**config.mk**
```make
export PLATFORM = sky130hd
export DESIGN_NAME = rx_iq_frame_scheduler
export DESIGN_NICKNAME = d
export VERILOG_FILES = /design/src/rtl/rx_iq_frame_scheduler.sv
export SDC_FILE = /design/constraint.sdc
export NUM_CORES = 1
export LEC_CHECK = 0
export ABC_AREA = 1
export BUFFER_PORTS_ARGS = -buffer_cell sky130_fd_sc_hd__buf_2
export CORE_AREA = 3 3 228 230
export CTS_BUF_LIST = sky130_fd_sc_hd__clkbuf_4
export DETAILED_ROUTE_END_ITERATION = 10
export DIE_AREA = 0 0 231 233
export MAX_ROUTING_LAYER = met4
export PLACE_DENSITY = 0.68
export SLEW_MARGIN = 40
export SYNTH_ARGS = -nofsm -noshare
export SYNTH_HDL_FRONTEND = slang
export SYNTH_SLANG_ARGS = --single-unit
```
**constraint.sdc**
```tcl
create_clock -name clk_in -period 18.4 [get_ports clk_in]
set_input_delay 5.52 -clock clk_in [delete_from_list [all_inputs] [get_ports clk_in]]
set_output_delay 5.52 -clock clk_in [all_outputs]
set_load 0.01 [all_outputs]
```
**src/rtl/rx_iq_frame_scheduler.sv**
```systemverilog
// Pairs RX1/RX2 IQ samples into frames and buffers them in a 4-deep queue
// read by the MCU; iq_overrun records any dropped frame or lost sample.
module rx_iq_frame_scheduler (
    input  logic        clk_in,
    input  logic        reset_n,
    input  logic        rx1_valid,
    input  logic [23:0] RX1_I,
    input  logic [23:0] RX1_Q,
    input  logic        rx2_valid,
    input  logic [23:0] RX2_I,
    input  logic [23:0] RX2_Q,
    input  logic        rx2,
    input  logic        IQ_RX_READ_CLK,
    input  logic        overrun_clear,
    output logic [23:0] OUT_RX1_I,
    output logic [23:0] OUT_RX1_Q,
    output logic [23:0] OUT_RX2_I,
    output logic [23:0] OUT_RX2_Q,
    output logic        out_valid,
    output logic        iq_overrun,
    output logic [2:0]  fill_level
);

    typedef enum logic [1:0] {
        COLLECT_NONE = 2'd0,
        HAVE_RX1     = 2'd1,
        HAVE_RX2     = 2'd2
    } state_t;

    state_t      state_r;
    state_t      state_nxt_s;
    logic [23:0] hold1_i_r, hold1_q_r, hold2_i_r, hold2_q_r;
    logic        commit_s, latch1_s, latch2_s, fsm_ovr_s;
    logic [95:0] frame_s;

    logic [95:0] mem_r [0:3];
    logic [1:0]  wr_ptr_r, rd_ptr_r;
    logic [2:0]  count_r;
    logic        pop_s, full_s, write_s, drop_s, set_ovr_s;

    // Pairing FSM state register
    always_ff @(posedge clk_in) begin
        if (!reset_n) begin
            state_r <= COLLECT_NONE;
        end else begin
            state_r <= state_nxt_s;
        end
    end

    // Pairing FSM next state; dropping rx2 abandons any half-built pair
    always_comb begin
        state_nxt_s = state_r;
        case (state_r)
            COLLECT_NONE: begin
                if (rx2 && rx1_valid && !rx2_valid) begin
                    state_nxt_s = HAVE_RX1;
                end else if (rx2 && rx2_valid && !rx1_valid) begin
                    state_nxt_s = HAVE_RX2;
                end else begin
                    state_nxt_s = COLLECT_NONE;
                end
            end
            HAVE_RX1: begin
                if (!rx2 || rx2_valid) begin
                    state_nxt_s = COLLECT_NONE;
                end else begin
                    state_nxt_s = HAVE_RX1;
                end
            end
            HAVE_RX2: begin
                if (!rx2 || rx1_valid) begin
                    state_nxt_s = COLLECT_NONE;
                end else begin
                    state_nxt_s = HAVE_RX2;
                end
            end
            default: state_nxt_s = COLLECT_NONE;
        endcase
    end

    // Pairing FSM outputs: frame commit, holding-register loads, lost-sample flag
    always_comb begin
        commit_s  = 1'b0;
        latch1_s  = 1'b0;
        latch2_s  = 1'b0;
        fsm_ovr_s = 1'b0;
        frame_s   = {RX1_I, RX1_Q, RX2_I, RX2_Q};
        case (state_r)
            COLLECT_NONE: begin
                if (!rx2) begin
                    commit_s = rx1_valid;
                    frame_s  = {RX1_I, RX1_Q, 48'd0};
                end else if (rx1_valid && rx2_valid) begin
                    commit_s = 1'b1;
                end else if (rx1_valid) begin
                    latch1_s = 1'b1;
                end else if (rx2_valid) begin
                    latch2_s = 1'b1;
                end else begin
                    commit_s = 1'b0;
                end
            end
            HAVE_RX1: begin
                frame_s = {hold1_i_r, hold1_q_r, RX2_I, RX2_Q};
                if (!rx2) begin
                    commit_s = 1'b0;
                end else if (rx2_valid) begin
                    commit_s  = 1'b1;
                    fsm_ovr_s = rx1_valid;
                end else if (rx1_valid) begin
                    latch1_s  = 1'b1;
                    fsm_ovr_s = 1'b1;
                end else begin
                    commit_s = 1'b0;
                end
            end
            HAVE_RX2: begin
                frame_s = {RX1_I, RX1_Q, hold2_i_r, hold2_q_r};
                if (!rx2) begin
                    commit_s = 1'b0;
                end else if (rx1_valid) begin
                    commit_s  = 1'b1;
                    fsm_ovr_s = rx2_valid;
                end else if (rx2_valid) begin
                    latch2_s  = 1'b1;
                    fsm_ovr_s = 1'b1;
                end else begin
                    commit_s = 1'b0;
                end
            end
            default: commit_s = 1'b0;
        endcase
    end

    // Per-channel holding registers for a half-collected pair
    always_ff @(posedge clk_in) begin
        if (!reset_n) begin
            hold1_i_r <= 24'd0;
            hold1_q_r <= 24'd0;
            hold2_i_r <= 24'd0;
            hold2_q_r <= 24'd0;
        end else begin
            if (latch1_s) begin
                hold1_i_r <= RX1_I;
                hold1_q_r <= RX1_Q;
            end
            if (latch2_s) begin
                hold2_i_r <= RX2_I;
                hold2_q_r <= RX2_Q;
            end
        end
    end

    // A pop is only honoured when the queue really holds a frame
    assign pop_s     = IQ_RX_READ_CLK && out_valid && (count_r != 3'd0);
    assign full_s    = (count_r == 3'd4);
    assign write_s   = commit_s && (!full_s || pop_s);
    assign drop_s    = commit_s && full_s && !pop_s;
    assign set_ovr_s = fsm_ovr_s || drop_s;

    // Circular frame queue: storage, pointers and occupancy
    always_ff @(posedge clk_in) begin
        if (!reset_n) begin
            for (int i = 0; i < 4; i++) begin
                mem_r[i] <= 96'd0;
            end
            wr_ptr_r <= 2'd0;
            rd_ptr_r <= 2'd0;
            count_r  <= 3'd0;
        end else begin
            if (write_s) begin
                mem_r[wr_ptr_r] <= frame_s;
                wr_ptr_r        <= wr_ptr_r + 2'd1;
            end
            if (pop_s) begin
                rd_ptr_r <= rd_ptr_r + 2'd1;
            end
            case ({write_s, pop_s})
                2'b10:   count_r <= count_r + 3'd1;
                2'b01:   count_r <= count_r - 3'd1;
                default: count_r <= count_r;
            endcase
        end
    end

    // Head-of-queue output register; holds the last frame once the queue drains
    always_ff @(posedge clk_in) begin
        if (!reset_n) begin
            {OUT_RX1_I, OUT_RX1_Q, OUT_RX2_I, OUT_RX2_Q} <= 96'd0;
            out_valid <= 1'b0;
        end else if (count_r != 3'd0) begin
            {OUT_RX1_I, OUT_RX1_Q, OUT_RX2_I, OUT_RX2_Q} <= mem_r[rd_ptr_r];
            out_valid <= 1'b1;
        end else begin
            out_valid <= 1'b0;
        end
    end

    // Sticky overrun flag; a new event outranks a clear in the same cycle
    always_ff @(posedge clk_in) begin
        if (!reset_n) begin
            iq_overrun <= 1'b0;
        end else if (set_ovr_s) begin
            iq_overrun <= 1'b1;
        end else if (overrun_clear) begin
            iq_overrun <= 1'b0;
        end else begin
            iq_overrun <= iq_overrun;
        end
    end

    assign fill_level = count_r;

endmodule

```
==> metrics.csv <==
metric,value,unit
outcome,"finished, final reports clean",
Post-synth EDFFs,384,
via/cell ratio,5.43,
DPL Wire Length,36100,um
sequential share of the synthesized area,62.5,%
Vias,19000,
Power Total,0.00313,W
"FFs w/ async S/R, synth",0,%
DIE WIDTH,231,um
"Max FO, Critical Path",61,
Final Non-Filler Cells,3508,
Slew headroom,43.0,%
Syn Area/Cell,9.97,um^2
Syn Nets,2611,
synth cell count leaders,"nor2_1 (619), o21ai_0 (388), edfxtp_1 (384), inv_1 (217), dfxtp_1 (203)",
Max Slew Vio Count,0,
port bufs,203,
initial DRC count,1361,
RSZ-0062 raised after global routing,false,
Antenna Nets Post-Route,0,
die area,0.0538,mm^2
clk_skew,0.0482,ns
Max Freq,133,MHz
Core ar.,0.0501,mm^2
Detailed Route WL,65700,um
worst-margin pin slew,0.856,ns
clk slew on worst S/H paths,0.07,ns
Remaining DRCs,0,
Initial Utilization,49.8,%
vias in the first global route,18700,
gr ovfl total,0,
Clock Latency Late Sink,0.96,ns
io pins,204,
Cells after DPL,3221,
leading area contributor after synthesis,edfxtp_1,
CTS buffer count,153,
final hold violation count,0,
post-layout util,57.1,%
Total GRT Usage,25.0,%
Mapped Area,0.0249,mm^2
largest net degree at the start of global routing,108,
worst path arrival time,8.06,ns
WS Path Type,input port to flop,
NumNets Final,2813,
final critical-path required period,7.50,ns
clock buffer depth,3,
share of layout cells above drive strength 1,23.0,%
area grow syn2layout,14.6,%
Synth Flop Type,edfxtp_1,
H-tree depth,4,
CTS tree,built,
Synth area leaders,"edfxtp_1 (46%), dfxtp_1 (16%), nor2_1 (9.3%), o21ai_0 (7.8%), inv_1 (3.3%)",
TritonRoute pass-1 iters,5,
Worst EP required,18.96,ns
"Distinct cells, synth",33,
crit end category,flop,
wire length per cell,18.7,um
max_cap viols,0,
post_cts resized,0,
post-synth top area share,46.2,%
first-pass GRT wire length,101000,um
Post-CTS Setup Bufs,0,
Final Setup Violations,0,
Worst VDD drop,0.0513,mV
"count leader, synth",nor2_1,
YS warnings,0,
crit start category,input port,
sum of negative setup slack,0,ns
Rows,82,
root buffer cell,clkbuf_4,
Hold Crit Class,flop to flop,
leak pwr,12.4,nW
Placer Congestion,0.803,
Final period util,40.8,%
"Hold-fix buffers, CTS",0,
initial antenna violation count,3,
Synth Instances,2503,
pwr/cell area,109,mW/mm^2
die height,233,um
register bit total from synthesis,587,
clock net sink count,587,
cell families (layout without fill, tap and decap cells):
kind of cell / after synthesis / in the layout / share of synthesized area, %
buf+inv: 405 / 735 / 6.48
compound gates: 691 / 691 / 16.3
simple gates: 815 / 815 / 14.4
fa+ha+maj: 5 / 5 / 0.281
flops: 587 / 587 / 62.5
other cells: 0 / 3 / 0
layer usage:
| metal | GRT usage [%] | up-vias | part of all wire, % |
|---|---|---|---|
| met3 | 5.90 | 129 | 6.5 |
| li1 | - | 9033 | - |
| met2 | 41.2 | 649 | 49 |
| met5 | - | - | 0 |
| met4 | 9.16 | 0 | 2.5 |
| met1 | 30.2 | 9238 | 42 |
worst max-delay path: stages:
cell and delay (ns):
buf_2 0.12, nand2_1 0.08, inv_1 0.07, nand2_1 0.06, nand3_2 0.11, nand2_2 0.10
nor2_4 0.13, nand2_4 0.06, nor2_2 0.18, nand2_4 0.34, nand2_4 0.59, buf_6 0.63
metrics by stage:
stage	setup WS [ns]	hold WS, ns	cell area, um^2
floorplan	4.67	0.456	24900
global placement	9.80	0.463	26300
detailed placement	9.94	0.473	26500
CTS	10.99	0.486	28500
global route	10.81	0.504	28600
finish	10.90	0.484	28600
cell usage in the layout, fill, tap and decap left out, types with 2 or more instances in the layout:
master and instances:
a21oi_1 5, a22oi_1 97, buf_12 4, buf_16 2, buf_2 202, buf_4 13, buf_6 7, buf_8 2
bufinv_16 3, clkbuf_4 250, clkinv_1 23, clkinv_2 4, dfxtp_1 201, dfxtp_4 2, diode_2 3, edfxtp_1 384
ha_1 4, inv_1 212, inv_2 6, inv_4 4, nand2_1 15, nand2_4 4, nand3_1 5, nand3_2 2
nor2_1 617, nor2_2 69, nor2_4 3, o21ai_0 386, o21ai_1 2, o21ai_4 2, o21bai_1 97, o22ai_1 98
o31ai_4 2, or2_1 29, or2_2 37, or2_4 30
power by group:
group          leakage, nW  internal, W  switching [W]
Sequential            5.66      0.00151      0.0000422
Clock                 1.26     0.000655       0.000532
Combinational         5.53     0.000123       0.000265
state kept, by name, indices dropped and copies added, names as in the netlist:
| name | flops |
|---|---|
| OUT_RX2_Q | 24 |
| wr_ptr_r | 2 |
| state_r | 2 |
| hold1_i_r | 24 |
| rd_ptr_r | 2 |
| out_valid | 1 |
| hold1_q_r | 24 |
| OUT_RX2_I | 24 |
| fill_level | 3 |
| OUT_RX1_Q | 24 |
| mem_r | 384 |
| iq_overrun | 1 |
| hold2_q_r | 24 |
| OUT_RX1_I | 24 |
| hold2_i_r | 24 |
final timing paths:
| kind | start | to | slack [ns] | cells after the start |
|---|---|---|---|---|
| min reg2reg | fill_level[0]$_SDFFE_PN0P_ | fill_level[0]$_SDFFE_PN0P_ | 0.48 | 1 |
| max | rx1_valid | mem_r[0][15]$_SDFFCE_PN0P_ | 10.90 | 12 |
| max reg2reg | state_r[0]$_SDFF_PN0_ | mem_r[0][15]$_SDFFCE_PN0P_ | 14.87 | 13 |
| min | fill_level[0]$_SDFFE_PN0P_ | fill_level[0]$_SDFFE_PN0P_ | 0.48 | 1 |
final cells by class:
| type | instances | area, um^2 |
|---|---|---|
| timing repair buffer | 231 | 1370 |
| antenna | 3 | 7.51 |
| tap | 672 | 841 |
| inverter | 221 | 853 |
| clock inverter | 33 | 206 |
| sequential | 587 | 15600 |
| fill | 4417 | 21500 |
| clock buffer | 250 | 1880 |
| multi-input combinational | 1511 | 7840 |
(Power assumes the default switching activity.)
